`src/rtl/d5m_pkg.sv`:
```
// Shared definitions for the D5M sensor emulator: state encoding, default
// frame geometry (matches the 800x480 capture controller) and pixel width.
package d5m_pkg;

  localparam int D5M_PIX_W = 8;
  localparam int D5M_COLS  = 800;
  localparam int D5M_LINES = 480;

  typedef enum logic [2:0] {
    ST_IDLE   = 3'd0,
    ST_VBLANK = 3'd1,
    ST_FOT    = 3'd2,
    ST_LINE   = 3'd3,
    ST_HBLANK = 3'd4
  } d5m_state_t;

endpackage

```
`src/rtl/d5m_timing_gen.sv`:
```
// D5M frame timing generator: frame state machine, blanking/column/row
// counters and registered frame_valid/line_valid.
//
// state     | meaning
// ----------+------------------------------------------------------------
// ST_IDLE   | stopped, waiting for enable
// ST_VBLANK | frame_valid low; VBLANK cycles minimum, then wait start_ok
// ST_FOT    | frame_valid high, FOT cycles before the first line
// ST_LINE   | one pixel slot per cycle, COLS cycles
// ST_HBLANK | line_valid low between lines, HBLANK cycles
module d5m_timing_gen
  import d5m_pkg::*;
#(
  parameter int COLS   = D5M_COLS,
  parameter int LINES  = D5M_LINES,
  parameter int HBLANK = 16,
  parameter int VBLANK = 64,
  parameter int FOT    = 8,
  localparam int CW    = (COLS > 1) ? $clog2(COLS) : 1,
  localparam int RW    = (LINES > 1) ? $clog2(LINES) : 1
) (
  input  logic          clk,
  input  logic          rst_n,
  input  logic          enable,
  input  logic          start_ok,
  output logic          vblank_slot,
  output logic          frame_start,
  output logic          pixel_slot,
  output logic          first_pixel,
  output logic          last_pixel,
  output logic [CW-1:0] col_cnt,
  output logic [RW-1:0] row_cnt,
  output logic          frame_valid,
  output logic          line_valid,
  output logic          busy
);

  if (COLS < 1 || LINES < 1 ||
      HBLANK < 1 || HBLANK > 65535 ||
      VBLANK < 1 || VBLANK > 65535 ||
      FOT < 1 || FOT > 65535) begin : g_bad_param
    $error("d5m_timing_gen: geometry/blanking parameter out of range");
  end

  localparam logic [CW-1:0] COL_LAST = CW'(COLS - 1);
  localparam logic [RW-1:0] ROW_LAST = RW'(LINES - 1);
  localparam logic [15:0]   VB_LOAD  = 16'(VBLANK - 1);
  localparam logic [15:0]   FOT_LOAD = 16'(FOT - 1);
  localparam logic [15:0]   HB_LOAD  = 16'(HBLANK - 1);

  d5m_state_t  state, state_nxt;
  logic [15:0] blank_cnt;
  logic        line_end, frame_end, blank_done;
  logic        fv_nxt, lv_nxt;

  assign blank_done = (blank_cnt == 16'd0);
  assign line_end   = (state == ST_LINE) && (col_cnt == COL_LAST);
  assign frame_end  = line_end && (row_cnt == ROW_LAST);

  // State register
  always_ff @(posedge clk or negedge rst_n) begin
    if (!rst_n) state <= ST_IDLE;
    else        state <= state_nxt;
  end

  // Next-state logic; enable only matters at frame boundaries
  always_comb begin
    state_nxt = state;
    case (state)
      ST_IDLE:   if (enable) state_nxt = ST_VBLANK;
      ST_VBLANK: if (blank_done && start_ok) state_nxt = ST_FOT;
      ST_FOT:    if (blank_done) state_nxt = ST_LINE;
      ST_LINE: begin
        if (frame_end)     state_nxt = enable ? ST_VBLANK : ST_IDLE;
        else if (line_end) state_nxt = ST_HBLANK;
      end
      ST_HBLANK: if (blank_done) state_nxt = ST_LINE;
      default:   state_nxt = ST_IDLE;
    endcase
  end

  // Decoded state outputs and next values of the sensor strobes
  always_comb begin
    busy        = (state != ST_IDLE);
    vblank_slot = (state == ST_VBLANK);
    pixel_slot  = (state == ST_LINE);
    frame_start = (state == ST_VBLANK) && (state_nxt == ST_FOT);
    first_pixel = pixel_slot && (col_cnt == '0) && (row_cnt == '0);
    last_pixel  = frame_end;
    fv_nxt      = (state == ST_FOT) || (state == ST_LINE) || (state == ST_HBLANK);
    lv_nxt      = pixel_slot;
  end

  // Blanking down-counter reloads on state entry; column/row track the pixel slot
  always_ff @(posedge clk or negedge rst_n) begin
    if (!rst_n) begin
      blank_cnt <= '0;
      col_cnt   <= '0;
      row_cnt   <= '0;
    end else begin
      if (state_nxt != state) begin
        case (state_nxt)
          ST_VBLANK: blank_cnt <= VB_LOAD;
          ST_FOT:    blank_cnt <= FOT_LOAD;
          ST_HBLANK: blank_cnt <= HB_LOAD;
          default:   blank_cnt <= '0;
        endcase
      end else if (!blank_done) begin
        blank_cnt <= blank_cnt - 16'd1;
      end

      if (state == ST_LINE)
        col_cnt <= (col_cnt == COL_LAST) ? '0 : col_cnt + 1'b1;

      if (line_end)
        row_cnt <= (row_cnt == ROW_LAST) ? '0 : row_cnt + 1'b1;
      else if ((state == ST_IDLE) || (state == ST_VBLANK))
        row_cnt <= '0;
    end
  end

  // Sensor FVAL/LVAL, one cycle behind the state
  always_ff @(posedge clk or negedge rst_n) begin
    if (!rst_n) begin
      frame_valid <= 1'b0;
      line_valid  <= 1'b0;
    end else begin
      frame_valid <= fv_nxt;
      line_valid  <= lv_nxt;
    end
  end

endmodule

```
`src/rtl/d5m_sensor_emu.sv`:
```
// D5M sensor emulator top: turns an 8-bit Avalon-ST pixel stream into D5M
// parallel timing. Handles the stream handshake, pixel mux and sticky flags.
// Optional build macro D5M_EMU_PATTERN_EN adds an internal (row+col) test
// pattern selected per frame by pattern_sel.
module d5m_sensor_emu
  import d5m_pkg::*;
#(
  parameter int          COLS       = D5M_COLS,
  parameter int          LINES      = D5M_LINES,
  parameter int          HBLANK     = 16,
  parameter int          VBLANK     = 64,
  parameter int          FOT        = 8,
  parameter logic [7:0]  FILL_VALUE = 8'h00
) (
  input  logic       clk,
  input  logic       rst_n,
  input  logic       enable,
  input  logic [7:0] snk_data,
  input  logic       snk_valid,
  input  logic       snk_startofpacket,
  input  logic       snk_endofpacket,
  output logic       snk_ready,
  output logic       frame_valid,
  output logic       line_valid,
  output logic [7:0] data_out,
  output logic       busy,
  input  logic       clear_err,
  output logic       underrun,
  output logic       sync_err,
  input  logic       pattern_sel
);

  localparam int CW = (COLS > 1) ? $clog2(COLS) : 1;
  localparam int RW = (LINES > 1) ? $clog2(LINES) : 1;

  logic          vblank_slot, frame_start, pixel_slot, first_pixel, last_pixel;
  logic [CW-1:0] col_cnt;
  logic [RW-1:0] row_cnt;
  logic          start_ok, sink_off, chk_en;
  logic          underrun_set, sync_set;
  logic [D5M_PIX_W-1:0] pix_nxt;

  d5m_timing_gen #(
    .COLS   (COLS),
    .LINES  (LINES),
    .HBLANK (HBLANK),
    .VBLANK (VBLANK),
    .FOT    (FOT)
  ) u_timing (
    .clk         (clk),
    .rst_n       (rst_n),
    .enable      (enable),
    .start_ok    (start_ok),
    .vblank_slot (vblank_slot),
    .frame_start (frame_start),
    .pixel_slot  (pixel_slot),
    .first_pixel (first_pixel),
    .last_pixel  (last_pixel),
    .col_cnt     (col_cnt),
    .row_cnt     (row_cnt),
    .frame_valid (frame_valid),
    .line_valid  (line_valid),
    .busy        (busy)
  );

`ifdef D5M_EMU_PATTERN_EN
  logic       pat_mode;
  logic [7:0] pat_pix;

  // Pattern choice is frozen for the whole frame at VBLANK exit
  always_ff @(posedge clk or negedge rst_n) begin
    if (!rst_n)           pat_mode <= 1'b0;
    else if (frame_start) pat_mode <= pattern_sel;
  end

  // In VBLANK the live pattern_sel decides whether to wait for a sop
  assign sink_off = vblank_slot ? pattern_sel : pat_mode;
  assign start_ok = pattern_sel | (snk_valid & snk_startofpacket);
  assign chk_en   = pixel_slot & ~pat_mode;
  assign pat_pix  = 8'(row_cnt) + 8'(col_cnt);
`else
  logic unused_pattern;
  assign unused_pattern = ^{pattern_sel, frame_start, row_cnt, col_cnt};
  assign sink_off = 1'b0;
  assign start_ok = snk_valid & snk_startofpacket;
  assign chk_en   = pixel_slot;
`endif

  // Handshake: drop stray beats in VBLANK, hold the sop, consume every line slot
  always_comb begin
    snk_ready = 1'b0;
    if (!sink_off) begin
      if (vblank_slot)     snk_ready = snk_valid & ~snk_startofpacket;
      else if (pixel_slot) snk_ready = snk_valid;
    end
  end

  // Pixel to launch next cycle; fill value on underrun and outside lines
  always_comb begin
    pix_nxt = FILL_VALUE;
    if (pixel_slot && snk_valid) pix_nxt = snk_data;
`ifdef D5M_EMU_PATTERN_EN
    if (pixel_slot && pat_mode) pix_nxt = pat_pix;
`endif
  end

  assign underrun_set = chk_en & ~snk_valid;
  assign sync_set     = chk_en & snk_valid &
                        ((snk_startofpacket & ~first_pixel) |
                         (snk_endofpacket ^ last_pixel));

  // Registered pixel bus
  always_ff @(posedge clk or negedge rst_n) begin
    if (!rst_n) data_out <= '0;
    else        data_out <= pix_nxt;
  end

  // Sticky error flags; a new event wins over clear_err
  always_ff @(posedge clk or negedge rst_n) begin
    if (!rst_n) begin
      underrun <= 1'b0;
      sync_err <= 1'b0;
    end else begin
      if (underrun_set)   underrun <= 1'b1;
      else if (clear_err) underrun <= 1'b0;
      if (sync_set)       sync_err <= 1'b1;
      else if (clear_err) sync_err <= 1'b0;
    end
  end

endmodule

```
`config.mk`:
```
export PLATFORM = sky130hd
export DESIGN_NAME = d5m_sensor_emu
export DESIGN_NICKNAME = d
export VERILOG_FILES = /design/src/rtl/d5m_pkg.sv /design/src/rtl/d5m_timing_gen.sv /design/src/rtl/d5m_sensor_emu.sv
export SDC_FILE = /design/constraint.sdc
export NUM_CORES = 1
export LEC_CHECK = 0
export BUFFER_PORTS_ARGS = -buffer_cell sky130_fd_sc_hd__buf_2
export CAP_MARGIN = 10
export CORE_ASPECT_RATIO = 0.5
export CORE_UTILIZATION = 58
export CTS_BUF_LIST = sky130_fd_sc_hd__clkbuf_8 sky130_fd_sc_hd__clkbuf_16
export DETAILED_ROUTE_END_ITERATION = 12
export PLACE_DENSITY = 0.79
export SKIP_CTS_REPAIR_TIMING = 1
export SLEW_MARGIN = 0
export SYNTH_ARGS = -nofsm -noshare
export SYNTH_HDL_FRONTEND = slang
export SYNTH_SLANG_ARGS = --single-unit
```
`constraint.sdc`:
```
create_clock -name clk -period 2.6 [get_ports clk]
set_clock_uncertainty 0.05 [all_clocks]
set_input_delay 0.39 -clock clk [delete_from_list [all_inputs] [get_ports clk]]
set_output_delay 0.39 -clock clk [all_outputs]
set_load 0.02 [all_outputs]
```
======== Word-level counts from Yosys, hierarchy flattened ========
Index checks and enable logic that the tools add are counted.
cells by class
  add/sub/neg operators ................... 3
  equal/unequal tests ..................... 11
  mux-type cells .......................... 20
  bitwise gates (word level) .............. 11
  reductions and logical operators ........ 18
operators by type and width
  operator               number
  $mux 16                2
  $mux 9                 3
  $pmux 6 s3             1
  $logic_not 16->1       1
  $sub 16x1->16 const B  1
  $mux 3                 5
  $pmux 3 s4             1
  $add 10x1->10 const B  1
  $eq 10x10->1 const B   1
  $logic_not 10->1       1
  $mux 10                1
  $add 9x1->9 const B    1
  $eq 3x2->1 const B     3
  $eq 9x9->1 const B     1
  $logic_not 9->1        1
  $mux 8                 1
  $and 1x1->1            6
  $eq 3x1->1 const B     2
  $eq 3x3->1 const B     2
  $logic_and 1x1->1      6
  $mux 1                 6
  $reduce_bool 2->1      3
  $logic_not 3->1        1
  $logic_or 1x1->1       3
  other kinds (7)        9
storage, ports and cells
  flip-flop bits (word level) ............. 50
  input bits .............................. 16
  output and inout bits ................... 14

======== Logic depth before layout (Yosys ltp) ========
Gate-level depths: netlist of run 1.
  word-level depth ........................ 8
  mapped depth ............................ 9

======== Hierarchy ========
Synthesis of run 1 repeated with hierarchy kept, for this count alone.
unflattened totals
  cells, all modules ...................... 276
  area total of the unflattened synthesis .. 2672.6 µm²
modules (own cells, without submodules)
  module          times used  cells an instance  area an instance (µm²)
  d5m_timing_gen  1           245                2278.4
  d5m_sensor_emu  1           31                 394.1

======== Worst setup path before layout of run 1 ========
Ideal clock, no wire load.
  path kind ............................... register -> register
  start point ............................. register u_timing.blank_cnt[0]
  end point ............................... register u_timing.blank_cnt[3]
  setup time .............................. 0.095 ns
  arrival time ............................ 1.933 ns
  setup slack ............................. 0.521 ns
  stages on the path, launching flop included .. 9
  period minus slack after synthesis ...... 2.079 ns
  cell sequence ........................... dfrtp_1 > inv_1 > ha_1 > and2b_2 > and4_2 > and4_1 > a211oi_1 > o21ai_0 > o31ai_1
on the way
  cells in the longest elaborated chain, start to end .. 7
  elaborated cells on any way between the ends .. 14
  those cells by class .................... add/sub: 1; eq/ne: 5; mux: 6; reduce/logical: 2
ends and longest elaborated chain
  what                                      line                   RTL
  start: declaration                        d5m_timing_gen.sv:52   logic [15:0] blank_cnt;
  start signal: assignment                  d5m_timing_gen.sv:109  blank_cnt <= blank_cnt - 16'd1;
  $logic_not 16->1                          d5m_timing_gen.sv:56   assign blank_done = (blank_cnt == 16'd0);
  $logic_and 1x1->1                         d5m_timing_gen.sv:71   ST_VBLANK: if (blank_done && start_ok) state_nxt = ST_FOT;
  $mux 3                                    d5m_timing_gen.sv:71
  $pmux 3 s4                                d5m_timing_gen.sv:69   case (state)
  $eq 3x3->1, or another cell as far along  d5m_timing_gen.sv:102  case (state_nxt)
  $pmux 6 s3                                d5m_timing_gen.sv:102
  $mux 16                                   d5m_timing_gen.sv:101  if (state_nxt != state) begin
Several ways; a longest one is shown, not always the timed one. The select of a mux whose other input is x is not followed.
A chain may end at the register's enable or synchronous reset.

======== Final worst setup path of run 1 ========
  start point ............................. register u_timing.row_cnt[1]
  end point ............................... register u_timing.blank_cnt[0]
on the way
  cells in the longest elaborated chain, start to end .. 7
  elaborated cells on any way between the ends .. 11
  those cells by class .................... eq/ne: 6; mux: 4; reduce/logical: 1
ends and longest elaborated chain
  what                                      line                   RTL
  start: declaration                        d5m_timing_gen.sv:32   output logic [RW-1:0] row_cnt,
  start signal: assignment                  d5m_timing_gen.sv:116  row_cnt <= (row_cnt == ROW_LAST) ? '0 : row_cnt + 1'b1;
  $eq 9x9->1 *                              d5m_timing_gen.sv:58   assign frame_end = line_end && (row_cnt == ROW_LAST);
  $logic_and 1x1->1 *                       d5m_timing_gen.sv:58
  $mux 3 *                                  d5m_timing_gen.sv:74   if (frame_end) state_nxt = enable ? ST_VBLANK : ST_IDLE;
  $pmux 3 s4 *                              d5m_timing_gen.sv:69
  named net u_timing.state_nxt[2]           d5m_timing_gen.sv:51   d5m_state_t state, state_nxt;
  $eq 3x3->1, or another cell as far along  d5m_timing_gen.sv:102
  $pmux 6 s3                                d5m_timing_gen.sv:102
  $mux 16                                   d5m_timing_gen.sv:101
Mark *: on every way through the listed nets, which the timed path passes. The rest lies on a longest branch.

==> results by stage, run 1 <==
Setup path:
- On the critical path, the stage with the largest delay is an instance of sky130_fd_sc_hd__dfrtp_1.
- The most numerous cell type found on the critical path is sky130_fd_sc_hd__and4_1.
- Data arrives at the worst endpoint at 2440 ps.
- For the worst setup path, the data required time is 2740 ps.
- The number of buffer and inverter stages on the critical path is 0.
- The family with the most delay on the worst path is simple AND/OR/NAND/NOR gates.
- STA classifies the critical path endpoint as a flip-flop.
- The signal on the critical path passes through ha_1 > and4_1 > and4_1 > nand2b_1 > o21ai_2 > nor4_4 > nor2_1.
- In this run the worst path has a maximum fanout of 9.
- On the worst path, the slowest cell contributes a delay of 430 ps.
- The classification of the worst setup path is reg -> reg.
- The worst setup path is launched from a flip-flop.

Timing:
- The total of endpoints with negative setup slack in the final report is 0.
- The smallest clock period supported by the final layout is computed as 2300 ps.
- The slew of the pin with the lowest slew margin is 624 ps.
- Setup slack on the critical path of the routed design comes to 299 ps.
- In the finished design, the share of the clock period the worst path needs comes to 0.885.
- Derived from the worst setup path, the maximum achievable clock frequency is 435 MHz.
- The final-report max-slew violation count is 0.
- The worst slew margin relative to its limit is 0.580.
- The setup TNS is 0 ps.
- Setup repair after global routing left no endpoint under its margin.
- The hold violation total from the final report is 0.

Die:
- The number of top-level pins is 30.
- The overall die area is 4850 µm².
- The initial utilization of the core area, before any placement, comes to 0.642.
- The number of placement rows is 16.
- The standard cell core area is 4120 µm².
- The overall die width is 97.5 µm.
- The y dimension of the die is 49.8 µm.

Place:
- The number of port buffers is 28.
- The post-place setup slack is 164 ps.
- The last weighted congestion value of the routability-driven placer is 0.831.
- The HPWL after detailed placement is 4130 µm.

Final layout:
- The layout overhead on the synthesized area is 12.6%.
- The final antenna diode count is 0.
- Measured on the finished design, the core utilization comes to 0.723.
- In the final layout, the share of cells above drive strength 1 is 0.197.
- The final net count is 325.

Logic synthesis:
- The area of the mapped netlist is 2650 µm².
- Synthesis produced a netlist with a net count of 289.
- Counting every instance in the synthesized netlist gives 268.
- Counting instances in the post-synthesis netlist gives the leading cell types as sky130_fd_sc_hd__dfrtp_1, sky130_fd_sc_hd__nor2_1, sky130_fd_sc_hd__nand2_1.
- After synthesis, the cell types taking the most area are sky130_fd_sc_hd__dfrtp_1, sky130_fd_sc_hd__nor2_1, sky130_fd_sc_hd__xnor2_1.
- The main combinational cell family by area after synthesis is simple AND/OR/NAND/NOR gates.
- The most common flop cell mapped by yosys is sky130_fd_sc_hd__dfrtp_1.
- Of the total synthesized cell area, the portion taken by full adders, half adders and majority gates is 0.0236.
- For this run, the register share of the synthesized area comes to 0.473.
- The dominant cell type by area after synthesis is sky130_fd_sc_hd__dfrtp_1.
- The compound-cell area share of the yosys netlist is 0.119.
- Averaged over all synthesized cells, the footprint is 9.87 µm².
- In the synthesized netlist the async set-or-reset flop fraction comes to 1.00.
- The post-synthesis mux area share is 0.
- The fraction of synthesized cell area taken by the top area cell type is 0.473.
- The xor/xnor share of the synthesized area is 0.0728.
- After synthesis the netlist holds a flip-flop and latch count of 50.
- The count of warnings emitted by yosys is 0.
- After synthesis, the netlist uses 50 different library cells.
- The synthesized design contains 0 enable-type register cells.
- The area fraction in and, or, nand and nor cells after synthesis is 0.272.
- The most frequently used cell type in the post-synthesis netlist is sky130_fd_sc_hd__dfrtp_1.

Clock tree:
- The H-tree was split into 2 levels.
- For this design, the sink count on the clock tree is 50.
- The longest clock path from root to sink contains 2 buffers.
- The cell at the root of the clock tree is sky130_fd_sc_hd__clkbuf_8.
- The number of clock buffers added by TritonCTS is 5.
- The clock tree from TritonCTS is built.
- For the worst-skew pair, the clock arrives at the later sink with an insertion delay of 300 ps.
- After clock tree synthesis, the clock-pin slew on the worst setup and hold paths is 90 ps.

Run:
- The number of maximum-capacitance constraint violations is 0.

Power:
- The maximum VDD drop is 0.281 mV.
- After layout, the design draws a total of 1.39 mW.
- For this design the static power due to leakage is 1.30 nW.
- In this run the power density over the cells is 467 nW/µm².

GRT:
- The global-route wire length before repair is 9710 µm.
- The largest net degree at the start of global routing is 25.
- For this run the aggregate overflow at the end of global routing stands at 0.
- The number of global-route vias before repair came to 2172.
- The initial antenna violation count came to 0.
- The combined global-route utilization of all metal layers is 0.254.

Routing:
- The vias per cell is 5.94.
- Dividing the detail-routed wire length by the instance count gives 15.4 µm.
- Wires add up to 5530 µm.
- The number of nets with antenna violations after detailed routing is 0.
- The total number of vias is 2133.
- For this run, design rule violations remaining after detail routing come to 0.
- The number of design-rule violations left by the first detailed-router iteration is 100.
- The pre-antenna-repair detailed-routing pass consisted of 7 iterations.

Outcome:
- The run finished with clean final reports.

Worst hold path:
- The worst min-delay path category is in -> reg.
==> path summary, 6_finish.rpt <==
check | slack (ps) | from | endpoint | cells after the start
worst max-delay path | 300 | u_timing.row_cnt[1]$_DFFE_PN0P_ | u_timing.blank_cnt[0]$_DFFE_PN0P_ | 7
worst min-delay path | 250 | clear_err | sync_err$_DFFE_PN0P_ | 2
worst max register to register | 300 | u_timing.row_cnt[1]$_DFFE_PN0P_ | u_timing.blank_cnt[0]$_DFFE_PN0P_ | 7
worst min register to register | 460 | u_timing.col_cnt[7]$_DFFE_PN0P_ | u_timing.col_cnt[7]$_DFFE_PN0P_ | 1
max in group asynchronous | 1620 | rst_n | data_out[6]$_DFF_PN0_ | 3
min in group asynchronous | 370 | rst_n | u_timing.row_cnt[3]$_DFFE_PN0P_ | 2
==> sequential cells by signal (all words and copies together), names as in the netlist <==
signal,count
u_timing.frame_valid,1
sync_err,1
u_timing.blank_cnt,16
data_out,8
u_timing.line_valid,1
underrun,1
u_timing.row_cnt,9
u_timing.state,3
u_timing.col_cnt,10
==> per-layer routing <==
metal	global-route usage	routed length [µm]	vias to the layer above
met5	0	0	-
met4	0.0466	39	0
met2	0.472	2820	59
met3	0.0511	245	6
met1	0.314	2430	1051
li1	-	-	1017
==> cell families (layout without fill, tap and decap cells) <==
group	after synthesis	in the layout
simple gates	123	123
flops	50	50
compound gates	47	47
xor+xnor	22	22
buf+inv	21	58
fa+ha+maj	5	5
==> layout make-up <==
type / instances / area [µm²]
Fill cell: 322 / 1140
Multi-Input combinational cell: 197 / 1290
Timing Repair Buffer: 37 / 210
Tap cell: 54 / 67.6
Sequential cell: 50 / 1250
Inverter: 13 / 48.8
Clock buffer: 5 / 68.8
Clock inverter: 3 / 41.3
==> cell usage in the layout (no fill, tap or decap), types with 8 or more instances in the layout <==
cell / synthesis / routed
sky130_fd_sc_hd__buf_4: 0 / 8
sky130_fd_sc_hd__dfrtp_1: 50 / 50
sky130_fd_sc_hd__o21ai_0: 18 / 18
sky130_fd_sc_hd__nand2_1: 23 / 23
sky130_fd_sc_hd__nor2_1: 36 / 36
sky130_fd_sc_hd__nor3_1: 8 / 8
sky130_fd_sc_hd__inv_1: 13 / 14
sky130_fd_sc_hd__buf_2: 2 / 28
sky130_fd_sc_hd__nand3_1: 11 / 11
sky130_fd_sc_hd__and3_1: 10 / 10
sky130_fd_sc_hd__xnor2_1: 15 / 15
==> per-stage QoR <==
step | instance area (µm²) | hold slack (ps) | instances
floorplan | 2650 | 44.4 | 268
global placement | 2860 | 153 | 350
detailed placement | 2860 | 153 | 350
CTS | 2970 | -173 | 358
global route | 2980 | 243 | 359
finish | 2980 | 249 | 359
==> where the power goes <==
part           internal, mW  total (mW)  leakage (nW)  switching (mW)
logic                0.0227      0.0643         0.663          0.0417
clock network         0.283       0.538        0.0556           0.255
registers             0.785       0.788         0.581         0.00251
total                  1.09        1.39          1.30           0.299
Power figures use the tool's default switching activity.
==> inputs of run 2 (changes only) <==
--- a/config.mk
+++ b/config.mk
@@ -8,10 +8,9 @@
 export BUFFER_PORTS_ARGS = -buffer_cell sky130_fd_sc_hd__buf_2
 export CAP_MARGIN = 10
 export CORE_ASPECT_RATIO = 0.5
-export CORE_UTILIZATION = 58
+export CORE_UTILIZATION = 42
 export CTS_BUF_LIST = sky130_fd_sc_hd__clkbuf_8 sky130_fd_sc_hd__clkbuf_16
 export DETAILED_ROUTE_END_ITERATION = 12
-export PLACE_DENSITY = 0.79
 export SKIP_CTS_REPAIR_TIMING = 1
 export SLEW_MARGIN = 0
 export SYNTH_ARGS = -nofsm -noshare
==> run 2 against run 1 <==
The flow now finishes with violations (design-rule violations); combinational power is 2% lower; register-to-register slack got worse by 80 ps; hold slack lost 180 ps; die area up 37%; sequential cell count stayed put; critical path depth stayed put; critical path type unchanged; critical endpoint is now u_timing.blank_cnt[9]$_DFFE_PN0P_.
==> results by stage, run 2 (synthesized netlist as in run 1, its figures left out) <==
Outcome:
- The run finished, with violations left.
- The final reports fail on design-rule violations.

Routing:
- The routed layout has 2048 vias.
- In the detailed route, the total length drawn on met3 is 164 µm.
- The total wire length after detailed routing is 5460 µm.
- Before antenna repair, the detailed router went through 8 iterations.
- Detailed routing placed a total of 2690 µm of wire on met2.
- Routed signal wires occupy layers up through met4.
- For this run, design rule violations remaining after detail routing come to 1.
- For this block, wires on met1 add up to 2560 µm.
- The number of design-rule violations left by the first detailed-router iteration is 118.
- The number of nets with antenna violations after detailed routing is 0.
- The routed length per placed instance is 14.0 µm.
- The vias per cell is 5.24.

Die:
- The standard cell core area is 6080 µm².
- The y dimension of the die is 58.1 µm.
- The number of placement rows is 20.
- The overall die width is 114 µm.
- The number of top-level pins is 30.
- The overall die area is 6640 µm².
- The starting density of the core is 0.435.

Clock tree:
- The number of sinks on the clock net is 50.
- The CTS buffer count is 5.
- The clock-pin slew on the worst setup and hold paths is 60 ps.
- The H-tree level count is 2.
- Counting along the longest clock path gives a buffer depth of 2.
- The clock tree from TritonCTS is built.
- The clock latency reported for the late side of the worst-skew pair is 290 ps.
- Clock tree synthesis selected as its root buffer the cell sky130_fd_sc_hd__clkbuf_16.

Final layout:
- The share of cells above drive strength 1 is 0.188.
- The layout overhead on the synthesized area is 15.5%.
- For this run, the post-layout net count is 323.
- The number of flip-flops under the largest register name is 16.
- The filler-free cell count of the finished design is 391.
- The library cell used most frequently in the layout, excluding fill and tap cells, is sky130_fd_sc_hd__dfrtp_1.
- The final antenna diode count is 0.
- In the final layout, the registers with the most flip-flops are u_timing.blank_cnt: 16 flops, u_timing.col_cnt: 10 flops, u_timing.row_cnt: 9 flops.
- u_timing.blank_cnt holds more flip-flops than any other register.
- The number of filler cells placed in the layout is 563.
- The top cell types in the final layout, fill and taps aside, are sky130_fd_sc_hd__dfrtp_1, sky130_fd_sc_hd__nor2_1, sky130_fd_sc_hd__buf_2.

Worst hold path:
- The min-delay analysis places its worst path in the category in -> async.

Power:
- IR analysis of the VDD net gives a maximum drop of 0.288 mV.
- The analysis attributes to cell leakage a power of 1.32 nW.
- The power density over the cells is 513 nW/µm².

Timing:
- The slew of the pin with the lowest slew margin is 641 ps.
- The total of endpoints with negative setup slack in the final report is 0.
- The hold violation total from the final report came to 0.
- The final-report max-slew violation count is 0.
- The fmax is 420 MHz.
- The worst slew margin relative to its limit is 0.573.
- Setup repair after global routing left no endpoint under its margin.
- In the finished design, the share of the clock period the worst path needs comes to 0.915.
- The minimum period implied by the final worst setup slack is 2380 ps.
- The final worst slack is 221 ps.
- The setup TNS is 0 ps.

Setup path:
- The critical path endpoint category is a flip-flop.
- The number of buffer and inverter stages on the critical path is 1.
- On the critical path the largest part of the delay comes from compound AO/OA/AOI/OAI gates.
- For this design, the slowest cell found on the critical path is sky130_fd_sc_hd__dfrtp_1.
- STA puts the critical path data arrival time at 2500 ps.
- The largest fanout on the critical path is 10.
- The data required time of the worst path is 2720 ps.
- The startpoint kind of the worst setup timing path is a flip-flop.
- In this design, the stage delay of the slowest critical-path cell is 430 ps.
- The most common cell type on the critical path is sky130_fd_sc_hd__and4_1.
- The critical path goes through ha_1 > and4_1 > and4_1 > a32oi_2 > a41o_1 > buf_4 > nor2_1.
- The classification of the worst setup path is reg -> reg.

Run:
- The number of maximum-capacitance constraint violations is 0.

Place:
- At the end of routability-driven placement, the weighted congestion stood at 0.791.
- The HPWL after detailed placement is 3910 µm.
- Once placement completed, the tool counted placed cells totaling 383.
- The number of port buffers is 28.
- Timing analysis after detailed placement gives a worst setup slack of 241 ps.

GRT:
- The global-route wire length before repair is 9250 µm.
- The largest net degree at the start of global routing is 29.
- The initial antenna violation count came to 0.
- The final global-route overflow total is 0.
- The combined global-route utilization of all metal layers is 0.184.
- The number of global-route vias before repair came to 1943.
run 2: cell count changes in the layout (fill, tap and decap cells not counted), sizes merged:
cell / before / now
buf: 36 / 35
clkinvlp: 1 / 0
dlygate4sd3: 1 / 0
inv: 14 / 15
run 2: stage by stage:
stage	utilization	total power, mW	area (µm²)	hold WS (ps)
after floorplan	-	0.827	2650	44.4
after global placement	0.476	0.866	2890	388
after detailed placement	0.476	0.869	2890	408
after CTS	0.503	1.60	3060	89.4
after global routing	0.503	1.63	3060	121
final	0.503	1.57	3060	67.4
run 2: final timing paths:
path,cells after the start,slack [ps],startpoint,end
worst min register to register,1,450,u_timing.col_cnt[4]$_DFFE_PN0P_,u_timing.col_cnt[4]$_DFFE_PN0P_
worst min-delay path,1,70,rst_n,u_timing.col_cnt[1]$_DFFE_PN0P_
worst max register to register,7,220,u_timing.row_cnt[0]$_DFFE_PN0P_,u_timing.blank_cnt[9]$_DFFE_PN0P_
max in group asynchronous,2,1810,rst_n,u_timing.blank_cnt[12]$_DFFE_PN0P_
worst max-delay path,7,220,u_timing.row_cnt[0]$_DFFE_PN0P_,u_timing.blank_cnt[9]$_DFFE_PN0P_
min in group clk,2,250,clear_err,underrun$_DFFE_PN0P_
run 2: final cells by class:
class	instances	area, µm²	share of cell area
Tap cell	88	110	0.0360
Inverter	13	48.8	0.0160
Sequential cell	50	1250	0.409
Clock inverter	3	37.5	0.0123
Clock buffer	5	125	0.0409
Multi-Input combinational cell	197	1290	0.422
Timing Repair Buffer	35	193	0.0630
run 2: report_power, final:
group          switching, mW  internal (mW)
sequential           0.00256          0.787
combinational         0.0413         0.0216
clock                  0.269          0.447
total                  0.313           1.26
run 2: layer usage:
| metal | track usage | vias to the layer above |
|---|---|---|
| met4 | 0.0631 | 0 |
| met2 | 0.306 | 31 |
| met3 | 0.0513 | 4 |
| met5 | 0 | - |
| li1 | - | 1012 |
| met1 | 0.234 | 1001 |
